`src/rtl/axi4_lite_regs_pkg.sv`:
```
// Shared types and constants for the AXI4-Lite register bank.
// The optional byte-strobe feature is selected by AXI4_LITE_REGS_WSTRB_EN.
package axi4_lite_regs_pkg;

  localparam logic [1:0] RESP_OKAY   = 2'b00;
  localparam logic [1:0] RESP_SLVERR = 2'b10;

  localparam int unsigned IDX_WIDTH = 8;

  typedef enum logic [1:0] {
    W_IDLE,
    W_HAVE_A,
    W_HAVE_D,
    W_RESP
  } wr_state_e;

  typedef enum logic {
    R_IDLE,
    R_RESP
  } rd_state_e;

  function automatic logic idx_in_range(input logic [IDX_WIDTH-1:0] idx,
                                        input int unsigned num_regs);
    return ({1'b0, idx} < 9'(num_regs));
  endfunction

endpackage

```
`src/rtl/axi4_lite_regs_if.sv`:
```
// AXI4-Lite bus bundle between a master and the register bank.
interface axi4_lite_regs_if #(
  parameter int unsigned ADDR_WIDTH = 32,
  parameter int unsigned DATA_WIDTH = 32
) ();

  logic [ADDR_WIDTH-1:0]   AWADDR;
  logic                    AWVALID;
  logic                    AWREADY;
  logic [DATA_WIDTH-1:0]   WDATA;
  logic [DATA_WIDTH/8-1:0] WSTRB;
  logic                    WVALID;
  logic                    WREADY;
  logic [1:0]              BRESP;
  logic                    BVALID;
  logic                    BREADY;
  logic [ADDR_WIDTH-1:0]   ARADDR;
  logic                    ARVALID;
  logic                    ARREADY;
  logic [DATA_WIDTH-1:0]   RDATA;
  logic [1:0]              RRESP;
  logic                    RVALID;
  logic                    RREADY;

  modport master (
    output AWADDR, AWVALID, WDATA, WSTRB, WVALID, BREADY, ARADDR, ARVALID, RREADY,
    input  AWREADY, WREADY, BRESP, BVALID, ARREADY, RDATA, RRESP, RVALID
  );

  modport slave (
    input  AWADDR, AWVALID, WDATA, WSTRB, WVALID, BREADY, ARADDR, ARVALID, RREADY,
    output AWREADY, WREADY, BRESP, BVALID, ARREADY, RDATA, RRESP, RVALID
  );

endinterface

```
`src/rtl/axi4_lite_wr_join.sv`:
```
// Joins the AW and W channels in either order and emits a commit pulse for the
// cycle whose closing edge enters W_RESP, with the address/data/strobe to commit.
module axi4_lite_wr_join
  import axi4_lite_regs_pkg::*;
#(
  parameter int unsigned ADDR_WIDTH = 32,
  parameter int unsigned DATA_WIDTH = 32
) (
  input  logic                    ACLK,
  input  logic                    ARESETN,
  input  logic [ADDR_WIDTH-1:0]   awaddr,
  input  logic                    awvalid,
  output logic                    awready,
  input  logic [DATA_WIDTH-1:0]   wdata,
  input  logic [DATA_WIDTH/8-1:0] wstrb,
  input  logic                    wvalid,
  output logic                    wready,
  output logic                    bvalid,
  input  logic                    bready,
  output logic [ADDR_WIDTH-1:0]   wr_addr,
  output logic [DATA_WIDTH-1:0]   wr_data,
  output logic [DATA_WIDTH/8-1:0] wr_strb,
  output logic                    commit
);

  wr_state_e state_q, state_d;

  logic [ADDR_WIDTH-1:0]   addr_q;
  logic [DATA_WIDTH-1:0]   data_q;
  logic [DATA_WIDTH/8-1:0] strb_q;

  logic aw_hs, w_hs;

  assign aw_hs = awvalid && awready;
  assign w_hs  = wvalid && wready;

  always_ff @(posedge ACLK or negedge ARESETN) begin
    if (!ARESETN) begin
      state_q <= W_IDLE;
    end else begin
      state_q <= state_d;
    end
  end

  always_comb begin
    state_d = state_q;
    unique case (state_q)
      W_IDLE: begin
        if (aw_hs && w_hs) state_d = W_RESP;
        else if (aw_hs)    state_d = W_HAVE_A;
        else if (w_hs)     state_d = W_HAVE_D;
      end
      W_HAVE_A: if (w_hs)             state_d = W_RESP;
      W_HAVE_D: if (aw_hs)            state_d = W_RESP;
      W_RESP:   if (bvalid && bready) state_d = W_IDLE;
      default:                        state_d = W_IDLE;
    endcase
  end

  always_comb begin
    awready = 1'b0;
    wready  = 1'b0;
    bvalid  = 1'b0;
    unique case (state_q)
      W_IDLE: begin
        awready = 1'b1;
        wready  = 1'b1;
      end
      W_HAVE_A: wready  = 1'b1;
      W_HAVE_D: awready = 1'b1;
      W_RESP:   bvalid  = 1'b1;
      default: ;
    endcase
  end

  always_ff @(posedge ACLK or negedge ARESETN) begin
    if (!ARESETN) begin
      addr_q <= '0;
      data_q <= '0;
      strb_q <= '0;
    end else begin
      if (aw_hs) addr_q <= awaddr;
      if (w_hs) begin
        data_q <= wdata;
        strb_q <= wstrb;
      end
    end
  end

  // Whichever half arrived earlier comes from the capture register, the other from the bus.
  assign commit  = (state_q != W_RESP) && (state_d == W_RESP);
  assign wr_addr = (state_q == W_HAVE_A) ? addr_q : awaddr;
  assign wr_data = (state_q == W_HAVE_D) ? data_q : wdata;
  assign wr_strb = (state_q == W_HAVE_D) ? strb_q : wstrb;

endmodule

```
`src/rtl/axi4_lite_regs_bank.sv`:
```
// AXI4-Lite slave exposing NUM_REGS registers with independent read and write paths.
// Define AXI4_LITE_REGS_WSTRB_EN to honour WSTRB byte lanes; otherwise full words are written.
module axi4_lite_regs_bank
  import axi4_lite_regs_pkg::*;
#(
  parameter int unsigned DATA_WIDTH = 32,
  parameter int unsigned ADDR_WIDTH = 32,
  parameter int unsigned NUM_REGS   = 8,
  parameter logic [31:0] RESET_BASE = 32'h00007700
) (
  input logic              ACLK,
  input logic              ARESETN,
  axi4_lite_regs_if.slave  bus
);

  localparam int unsigned STRB_WIDTH = DATA_WIDTH / 8;
  localparam int unsigned IDX_LSB    = $clog2(STRB_WIDTH);

  logic [DATA_WIDTH-1:0] regs_q [NUM_REGS];

  // Write path
  logic [ADDR_WIDTH-1:0] wr_addr;
  logic [DATA_WIDTH-1:0] wr_data;
  logic [STRB_WIDTH-1:0] wr_strb;
  logic                  commit;
  logic                  awready, wready, bvalid;
  logic [IDX_WIDTH-1:0]  wr_idx;
  logic                  wr_in_range;
  logic [DATA_WIDTH-1:0] wr_mask;
  logic [1:0]            bresp_q;

  axi4_lite_wr_join #(
    .ADDR_WIDTH (ADDR_WIDTH),
    .DATA_WIDTH (DATA_WIDTH)
  ) u_wr_join (
    .ACLK    (ACLK),
    .ARESETN (ARESETN),
    .awaddr  (bus.AWADDR),
    .awvalid (bus.AWVALID),
    .awready (awready),
    .wdata   (bus.WDATA),
    .wstrb   (bus.WSTRB),
    .wvalid  (bus.WVALID),
    .wready  (wready),
    .bvalid  (bvalid),
    .bready  (bus.BREADY),
    .wr_addr (wr_addr),
    .wr_data (wr_data),
    .wr_strb (wr_strb),
    .commit  (commit)
  );

  assign wr_idx      = wr_addr[IDX_LSB +: IDX_WIDTH];
  assign wr_in_range = idx_in_range(wr_idx, NUM_REGS);

  always_comb begin
    wr_mask = '1;
`ifdef AXI4_LITE_REGS_WSTRB_EN
    for (int b = 0; b < int'(STRB_WIDTH); b++) begin
      wr_mask[b*8 +: 8] = {8{wr_strb[b]}};
    end
`endif
  end

  // An out-of-range index matches no register, so nothing is written.
  always_ff @(posedge ACLK or negedge ARESETN) begin
    if (!ARESETN) begin
      for (int i = 0; i < int'(NUM_REGS); i++) begin
        regs_q[i] <= DATA_WIDTH'(RESET_BASE + 32'(i));
      end
    end else if (commit) begin
      for (int i = 0; i < int'(NUM_REGS); i++) begin
        if (wr_idx == IDX_WIDTH'(i)) begin
          regs_q[i] <= (regs_q[i] & ~wr_mask) | (wr_data & wr_mask);
        end
      end
    end
  end

  always_ff @(posedge ACLK or negedge ARESETN) begin
    if (!ARESETN) begin
      bresp_q <= RESP_OKAY;
    end else if (commit) begin
      bresp_q <= wr_in_range ? RESP_OKAY : RESP_SLVERR;
    end
  end

  assign bus.AWREADY = awready;
  assign bus.WREADY  = wready;
  assign bus.BVALID  = bvalid;
  assign bus.BRESP   = bresp_q;

  // Read path
  rd_state_e             rd_state_q, rd_state_d;
  logic                  arready, rvalid, ar_hs;
  logic [IDX_WIDTH-1:0]  rd_idx;
  logic                  rd_in_range;
  logic [DATA_WIDTH-1:0] rd_val;
  logic [DATA_WIDTH-1:0] rdata_q;
  logic [1:0]            rresp_q;

  assign ar_hs       = bus.ARVALID && arready;
  assign rd_idx      = bus.ARADDR[IDX_LSB +: IDX_WIDTH];
  assign rd_in_range = idx_in_range(rd_idx, NUM_REGS);

  always_comb begin
    rd_val = '0;
    for (int i = 0; i < int'(NUM_REGS); i++) begin
      if (rd_idx == IDX_WIDTH'(i)) rd_val = regs_q[i];
    end
  end

  always_ff @(posedge ACLK or negedge ARESETN) begin
    if (!ARESETN) begin
      rd_state_q <= R_IDLE;
    end else begin
      rd_state_q <= rd_state_d;
    end
  end

  always_comb begin
    rd_state_d = rd_state_q;
    unique case (rd_state_q)
      R_IDLE:  if (ar_hs)       rd_state_d = R_RESP;
      R_RESP:  if (bus.RREADY)  rd_state_d = R_IDLE;
      default:                  rd_state_d = R_IDLE;
    endcase
  end

  always_comb begin
    arready = 1'b0;
    rvalid  = 1'b0;
    unique case (rd_state_q)
      R_IDLE:  arready = 1'b1;
      R_RESP:  rvalid  = 1'b1;
      default: ;
    endcase
  end

  // Sampling regs_q here yields the pre-write value when a commit lands on the same edge.
  always_ff @(posedge ACLK or negedge ARESETN) begin
    if (!ARESETN) begin
      rdata_q <= '0;
      rresp_q <= RESP_OKAY;
    end else if (ar_hs) begin
      rdata_q <= rd_in_range ? rd_val : '0;
      rresp_q <= rd_in_range ? RESP_OKAY : RESP_SLVERR;
    end
  end

  assign bus.ARREADY = arready;
  assign bus.RVALID  = rvalid;
  assign bus.RDATA   = rdata_q;
  assign bus.RRESP   = rresp_q;

  logic unused_bits;
  assign unused_bits = ^{wr_addr, wr_strb, bus.ARADDR};

endmodule
```
`src/flat_wrapper.sv`:
```
// flat-port wrapper written by rule: the top's interface ports become plain ports
module axi4_lite_regs_bank_flat import axi4_lite_regs_pkg::*;
#(
  parameter int unsigned DATA_WIDTH = 32,
  parameter int unsigned ADDR_WIDTH = 32,
  parameter int unsigned NUM_REGS   = 8,
  parameter logic [31:0] RESET_BASE = 32'h00007700
)
  (ACLK, ARESETN, bus_AWADDR, bus_AWVALID, bus_WDATA, bus_WSTRB, bus_WVALID, bus_BREADY, bus_ARADDR, bus_ARVALID, bus_RREADY, bus_AWREADY, bus_WREADY, bus_BRESP, bus_BVALID, bus_ARREADY, bus_RDATA, bus_RRESP, bus_RVALID);
  axi4_lite_regs_if #(.ADDR_WIDTH(ADDR_WIDTH), .DATA_WIDTH(DATA_WIDTH)) bus_i ();
  input logic ACLK;
  input logic ARESETN;
  input wire logic [$bits(bus_i.AWADDR)-1:0] bus_AWADDR;
  input wire logic [$bits(bus_i.AWVALID)-1:0] bus_AWVALID;
  input wire logic [$bits(bus_i.WDATA)-1:0] bus_WDATA;
  input wire logic [$bits(bus_i.WSTRB)-1:0] bus_WSTRB;
  input wire logic [$bits(bus_i.WVALID)-1:0] bus_WVALID;
  input wire logic [$bits(bus_i.BREADY)-1:0] bus_BREADY;
  input wire logic [$bits(bus_i.ARADDR)-1:0] bus_ARADDR;
  input wire logic [$bits(bus_i.ARVALID)-1:0] bus_ARVALID;
  input wire logic [$bits(bus_i.RREADY)-1:0] bus_RREADY;
  output wire logic [$bits(bus_i.AWREADY)-1:0] bus_AWREADY;
  output wire logic [$bits(bus_i.WREADY)-1:0] bus_WREADY;
  output wire logic [$bits(bus_i.BRESP)-1:0] bus_BRESP;
  output wire logic [$bits(bus_i.BVALID)-1:0] bus_BVALID;
  output wire logic [$bits(bus_i.ARREADY)-1:0] bus_ARREADY;
  output wire logic [$bits(bus_i.RDATA)-1:0] bus_RDATA;
  output wire logic [$bits(bus_i.RRESP)-1:0] bus_RRESP;
  output wire logic [$bits(bus_i.RVALID)-1:0] bus_RVALID;
  assign bus_i.AWADDR = bus_AWADDR;
  assign bus_i.AWVALID = bus_AWVALID;
  assign bus_i.WDATA = bus_WDATA;
  assign bus_i.WSTRB = bus_WSTRB;
  assign bus_i.WVALID = bus_WVALID;
  assign bus_i.BREADY = bus_BREADY;
  assign bus_i.ARADDR = bus_ARADDR;
  assign bus_i.ARVALID = bus_ARVALID;
  assign bus_i.RREADY = bus_RREADY;
  assign bus_AWREADY = bus_i.AWREADY;
  assign bus_WREADY = bus_i.WREADY;
  assign bus_BRESP = bus_i.BRESP;
  assign bus_BVALID = bus_i.BVALID;
  assign bus_ARREADY = bus_i.ARREADY;
  assign bus_RDATA = bus_i.RDATA;
  assign bus_RRESP = bus_i.RRESP;
  assign bus_RVALID = bus_i.RVALID;
  axi4_lite_regs_bank #(.DATA_WIDTH(DATA_WIDTH), .ADDR_WIDTH(ADDR_WIDTH), .NUM_REGS(NUM_REGS), .RESET_BASE(RESET_BASE)) u_core (.ACLK(ACLK), .ARESETN(ARESETN), .bus(bus_i));
endmodule
```
`config.mk`:
```
export PLATFORM = sky130hd
export DESIGN_NAME = axi4_lite_regs_bank_flat
export DESIGN_NICKNAME = d
export VERILOG_FILES = /design/src/rtl/axi4_lite_regs_pkg.sv /design/src/rtl/axi4_lite_regs_if.sv /design/src/rtl/axi4_lite_wr_join.sv /design/src/rtl/axi4_lite_regs_bank.sv /design/src/flat_wrapper.sv
export SDC_FILE = /design/constraint.sdc
export NUM_CORES = 1
export LEC_CHECK = 0
export BUFFER_PORTS_ARGS = -buffer_cell sky130_fd_sc_hd__buf_2
export CORE_MARGIN = 2
export CORE_UTILIZATION = 52
export CTS_BUF_LIST = sky130_fd_sc_hd__clkbuf_2
export DETAILED_ROUTE_END_ITERATION = 10
export PLACE_DENSITY = 0.72
export REMOVE_ABC_BUFFERS = 1
export SLEW_MARGIN = 5
export SYNTH_ARGS = -nofsm -noshare
export SYNTH_HDL_FRONTEND = slang
export SYNTH_SLANG_ARGS = --single-unit
export TNS_END_PERCENT = 20
```
`constraint.sdc`:
```
create_clock -name ACLK -period 3.6 [get_ports ACLK]
set_input_delay 0.36 -clock ACLK [delete_from_list [all_inputs] [get_ports ACLK]]
set_output_delay 0.36 -clock ACLK [all_outputs]
set_load 0.01 [all_outputs]
```
== After elaboration in Yosys (flattened, before gate mapping) ==
Index checks and enable logic that the tools add are counted.

* Register bits after elaboration: 337
* Word-level logic and storage cells: 84

* Magnitude comparators: 2
* Equality and inequality tests: 19
* Mux-type cells: 28
* Bitwise operators: 1
* Reduce and logical (&&, ||, !) cells: 19

{| class="wikitable"
|+ Operators by type and width
! cell !! number
|-
| 32-bit two-way mux || 10
|-
| 8-bit by 3-bit equality test with 1-bit output (second input constant) || 8
|-
| 8-bit by 2-bit equality test with 1-bit output (second input constant) || 4
|-
| 8-bit by 1-bit equality test with 1-bit output (second input constant) || 2
|-
| 8-bit zero test || 2
|-
| 8-bit by 4-bit less-than comparator with 1-bit output (second input constant) || 2
|-
| 2-bit two-way mux || 8
|-
| 2-bit AND reduction || 8
|-
| 10-bit two-way mux || 1
|-
| 2-bit one-hot mux with 4 select lines || 1
|-
| 1-bit two-way mux || 7
|-
| 2-bit equality test (second input constant) || 3
|-
| 1-bit logical AND || 6
|-
| 2-bit OR reduction || 2
|-
| 2-bit by 1-bit equality test with 1-bit output (second input constant) || 1
|-
| 2-bit zero test || 1
|-
| 2-bit inequality test (second input constant) || 1
|-
| 1-bit one-hot mux with 2 select lines || 1
|-
| 1-bit NOT || 1
|}

== Longest topological paths before layout ==
* Depth after elaboration: 11
* Gate-level depth with buffers: 8

== Modules after synthesis ==
From an unflattened synthesis, not the netlist that was laid out.

* Cell total of the unflattened synthesis: 1251
* Area total of the unflattened synthesis: 17209.0 um2

{| class="wikitable"
|+ By module, submodules not included
! module !! instances !! cells each !! area each (um2)
|-
| axi4_lite_regs_bank || 1 || 1017 || 13285.2
|-
| axi4_lite_wr_join || 1 || 234 || 3923.8
|}

== Worst setup path after synthesis ==
No wires, ideal clock.

* Path kind: input-to-reg
* Start: in bus_ARADDR[2]
* End: reg u_core.rdata_q[22] (netlist: u_core.bus.RDATA[22])
* Arrival time: 1905 ps
* Path slack: 1552 ps
* Cell stages on the path: 5
* Buffers on the path: 2
* Cells stage by stage: clkbuf_1 > clkbuf_1 > mux4_2 > a22oi_1 > o221ai_1

* Word-level cells in the longest chain between the ends: 10
* Elaborated cells on any way between the ends: 18
* Classes of those cells: order compare: 1; eq/ne: 7; mux: 9; reduce/logical: 1

{| class="wikitable"
|+ Ends and longest elaborated chain
! what !! line !! source
|-
| start: declaration || flat_wrapper.sv:19 || <nowiki>input wire logic [$bits(bus_i.ARADDR)-1:0] bus_ARADDR;</nowiki>
|-
| 8-bit zero test || axi4_lite_regs_bank.sv:109 || <nowiki>if (rd_idx == IDX_WIDTH'(i)) rd_val = regs_q[i];</nowiki>
|-
| 32-bit two-way mux (8 in series) || axi4_lite_regs_bank.sv:109 ||
|-
| 32-bit two-way mux (*) || axi4_lite_regs_bank.sv:146 || <nowiki>rdata_q <= rd_in_range ? rd_val : '0;</nowiki>
|-
| end signal: assignment || axi4_lite_regs_bank.sv:146 ||
|-
| end: declaration || axi4_lite_regs_bank.sv:99 || <nowiki>logic [DATA_WIDTH-1:0] rdata_q;</nowiki>
|}

Every way passes the cells marked *; elsewhere a longest branch is shown, timed or not.
A chain may end at the register's enable or synchronous reset.

== Worst setup path in the final report ==
* Start: reg u_core.u_wr_join.addr_q[8]
* End: reg u_core.regs_q[20] (netlist name)

* Word-level cells in the longest chain between the ends: 3

{| class="wikitable"
|+ Ends and longest elaborated chain
! what !! line !! source
|-
| start: declaration || axi4_lite_wr_join.sv:28 || <nowiki>logic [ADDR_WIDTH-1:0] addr_q;</nowiki>
|-
| start signal: assignment || axi4_lite_wr_join.sv:82 || <nowiki>if (aw_hs) addr_q <= awaddr;</nowiki>
|-
| 10-bit two-way mux || axi4_lite_wr_join.sv:92 || <nowiki>assign wr_addr = (state_q == W_HAVE_A) ? addr_q : awaddr;</nowiki>
|-
| 8-bit by 3-bit equality test with 1-bit output || axi4_lite_regs_bank.sv:73 || <nowiki>if (wr_idx == IDX_WIDTH'(i)) begin</nowiki>
|-
| 2-bit AND reduction (no line) || - ||
|-
| end signal: indexed assignment || axi4_lite_regs_bank.sv:69 || <nowiki>regs_q[i] <= DATA_WIDTH'(RESET_BASE + 32'(i));</nowiki>
|-
| end signal: indexed assignment || axi4_lite_regs_bank.sv:74 || <nowiki>regs_q[i] <= (regs_q[i] & ~wr_mask) | (wr_data & wr_mask);</nowiki>
|-
| end: declaration || axi4_lite_regs_bank.sv:19 || <nowiki>logic [DATA_WIDTH-1:0] regs_q [NUM_REGS];</nowiki>
|}

Every way passes these cells.

==> results.py <==
metrics = {
    "run_status": {
        "status": "complete, no violations",
    },
    "floorplan": {
        "die_y_um": 170,
        "row_count": 60,
        "core_area_um2": 27000,
        "start_util_pct": 53.0,
        "die_w_um": 170,
        "die-area_um2": 28900,
        "ioPinCount": 148,
    },
    "global_route": {
        "grt_pass1_wl_mm": 54.8,
        "grt_max_degree": 80,
        "use_met3_pct": 5.09,
        "grt_pass1_vias": 10800,
        "met1_usage_pct": 32.2,
        "grt_use_met2_pct": 39.2,
        "overflow": 0,
        "grt_usage_pct": 23.9,
        "antenna_found_initial": 1,
        "grt-busiest-layer": "met2",
    },
    "finish": {
        "final_layout_size_suffix_gt1_share_pct": 29.1,
        "num-fill-cells": 2324,
        "area_growth_syn_to_layout_pct": 15.5,
        "nNetsFinal": 1548,
        "fin_util_pct": 61.2,
    },
    "timing": {
        "slew_headroom_pct": 17.4,
        "final-max-slew-violation-count": 0,
        "fin_crit_sh_pct": 74.2,
        "setup_violations": 0,
        "tightest_slew_ps": 1230,
        "rsz0062_at_grt": "no",
        "skew_ps": 70.3,
        "setup_tns_ps": 0,
        "setup_ws_ps": 927,
        "hold_viol": 0,
        "fmax_mhz": 374,
        "post-route-min-period_ps": 2670,
    },
    "detailed_routing": {
        "vias": 10300,
        "dr.pass1.iters": 5,
        "drcViolationCount": 0,
        "avgRoutedWirePerCell_um": 17.7,
        "ant_nets": 0,
        "drt_iter0_drc": 598,
        "vias_per_cell": 5.56,
        "wirelength_mm": 32.8,
    },
    "power_and_ir_drop": {
        "ir_worst_vdd_mv": 0.537,
        "switchingPower_mw": 2.88,
        "p_clk_share_pct": 28.3,
        "p_comb_share_pct": 19.8,
        "p_leak_nw": 7.47,
        "swShare_pct": 31.2,
        "p_per_area_nw_per_um2": 557,
        "power_mw": 9.22,
        "seqPwrFrac_pct": 51.9,
        "p_int_mw": 6.34,
    },
    "clock_network": {
        "clockBufferDepth": 3,
        "clk_pin_slew_ps": 100,
        "cts_buffers": 85,
        "htree_num_levels": 3,
        "cts_tree": "yes",
        "clock-sinks": 333,
        "cts_root_buffer": "clkbuf_2",
        "insertion_delay_ps": 830,
        "cts_resized": 0,
    },
    "synth": {
        "syn_avg_cell_area_um2": 11.3,
        "ys_seq_area_share_pct": 58.7,
        "ys_types": 39,
        "synth_area_um2": 14300,
        "synth_cells": 1273,
        "synth-seq-cells": 333,
        "yosysWarnings": 0,
    },
    "place": {
        "finalWeightedCongestion": 0.753,
        "hpwlAfterDp_mm": 18.4,
        "io_buffers": 93,
        "preCtsSetupSlack_ps": 907,
    },
    "setup_path": {
        "crit_arrival_ps": 3360,
        "cp_data_required_time_ps": 4290,
        "critPathMaxFanout": 64,
        "critPathLaunchType": "flip-flop",
        "critPathKind": "reg -> reg",
        "cp-end-kind": "flip-flop",
    },
    "hold_path": {
        "worst_hold_path_type": "in -> reg",
    },
    "flow_run": {
        "maxCapViolations": 0,
    },
}
-- critical path: stages (launching register included) --
cell     delay (ps)
dfrtp_1         400
or4_4           580
nor3_2          520
o211a_4         770
nor2_1           90
a21oi_1         140
-- per-layer routing --
metal  up-vias  part of all wire [%]
met5         -                     0
met3        45                   5.4
met4         0                   1.7
li1       4916                     -
met1      5089                    44
met2       255                    48
-- layout by cell type (no fill, tap or decap), types with 17 or more instances in the layout --
cell           count
o21ai_1           83
dlygate4sd3_1     51
a22oi_1           30
mux4_2            30
a21oi_1           38
buf_2             91
nor2_1            39
mux2i_1           65
o221ai_1          30
clkbuf_2         132
nand2_1          260
dfstp_2           60
buf_4             22
o21ai_0          147
mux2_2            70
clkinv_1          17
dfrtp_1          273
-- through the flow --
step,hold slack (ps),cell area (um^2),std cells
2_1_floorplan,64.4,14000,1183
3_3_place_gp,313,15200,1643
5_1_grt,101,16500,1852
4_1_cts,11.0,16500,1851
3_5_place_dp,310,15200,1643
6_report,87.7,16500,1852
-- synthesized netlist by cell type (all sizes together) --
library cell / number / share of area [%]
o211ai: 11 / 0.82
dfrtp: 273 / 48
o211a: 1 / 0.070
a22oi: 30 / 1.6
conb: 1 / 0.026
nor3: 4 / 0.17
nand2b: 1 / 0.044
nor2: 41 / 1.1
and2b: 1 / 0.052
mux2: 70 / 5.5
and3b: 4 / 0.24
nor2b: 4 / 0.17
nand4bb: 1 / 0.079
mux2i: 65 / 4.5
nand2: 262 / 6.9
nor4: 1 / 0.15
o32ai: 3 / 0.24
mux4: 30 / 4.7
or4: 3 / 0.21
buf: 25 / 0.92
o21ai: 231 / 8.1
nor4b: 2 / 0.33
inv: 8 / 0.21
clkbuf: 66 / 1.7
nand3: 2 / 0.070
nand3b: 2 / 0.10
dfstp: 60 / 11
a2bb2oi: 2 / 0.12
a211oi: 1 / 0.052
a21oi: 38 / 1.3
o221ai: 30 / 1.8
-- state kept, by name, summed over array words and instances (netlist names) --
name / flops
u_core.regs_q: 256
u_core.u_wr_join.state_q: 2
u_core.bus.RRESP: 1
u_core.rd_state_q: 1
u_core.bus.BRESP: 1
u_core.u_wr_join.addr_q: 8
u_core.u_wr_join.data_q: 32
u_core.bus.RDATA: 32
-- area by class of cell --
class,instances,area [um^2],share of cell area (%)
flip-flops and latches,333,8410,50.8
multi-input cells,842,5620,34.0
clock buffers,132,661,3.99
well taps,341,427,2.58
repair buffers,171,1260,7.60
diodes,1,2.50,0.0151
inverters,8,30.0,0.181
clock inverters,24,145,0.877
-- path summary, 6_finish.rpt --
check                                                            start                                      end  slack (ps)  cells after the start
min in group asynchronous                                      ARESETN           u_core.regs_q[134]$_DFFE_PN0P_         520                      3
worst max register to register  u_core.u_wr_join.addr_q[8]$_DFFE_PN0P_            u_core.regs_q[20]$_DFFE_PN0P_         930                      5
worst min register to register          u_core.regs_q[234]$_DFFE_PN1P_           u_core.regs_q[234]$_DFFE_PN1P_         470                      2
worst min-delay path                                     bus_ARADDR[4]         u_core.bus.RDATA[10]$_DFFE_PN0P_          90                      4
max in group asynchronous                                      ARESETN  u_core.u_wr_join.data_q[10]$_DFFE_PN0P_        2130                      4
worst max-delay path            u_core.u_wr_join.addr_q[8]$_DFFE_PN0P_            u_core.regs_q[20]$_DFFE_PN0P_         930                      5
-- power groups by stage --
stage | logic [mW] | registers, mW | clock network, mW
finish | 1.82 | 4.78 | 2.61
global route | 2.05 | 4.87 | 2.91
CTS | 1.84 | 4.78 | 2.70
detailed placement | 1.78 | 4.85 | 0
global placement | 1.72 | 4.81 | 0
floorplan | 1.23 | 4.76 | 0
-- logic make-up (layout without fill, tap and decap cells) --
group	after synthesis	after routing	synth area share (%)
compound gates	347	347	14.1
flops	333	333	58.7
simple gates	328	328	9.57
mux	165	165	14.8
buf+inv	99	335	2.86
other cells	1	3	0.0262
-- what timing repair did --
item                                   in CTS  in global routing
setup endpoints to repair                   0                  0
buffers inserted                            0                  0
endpoints found under the hold margin     430                  0
hold buffers                               52                  0
No activity file was read; power rests on OpenSTA's default activity.
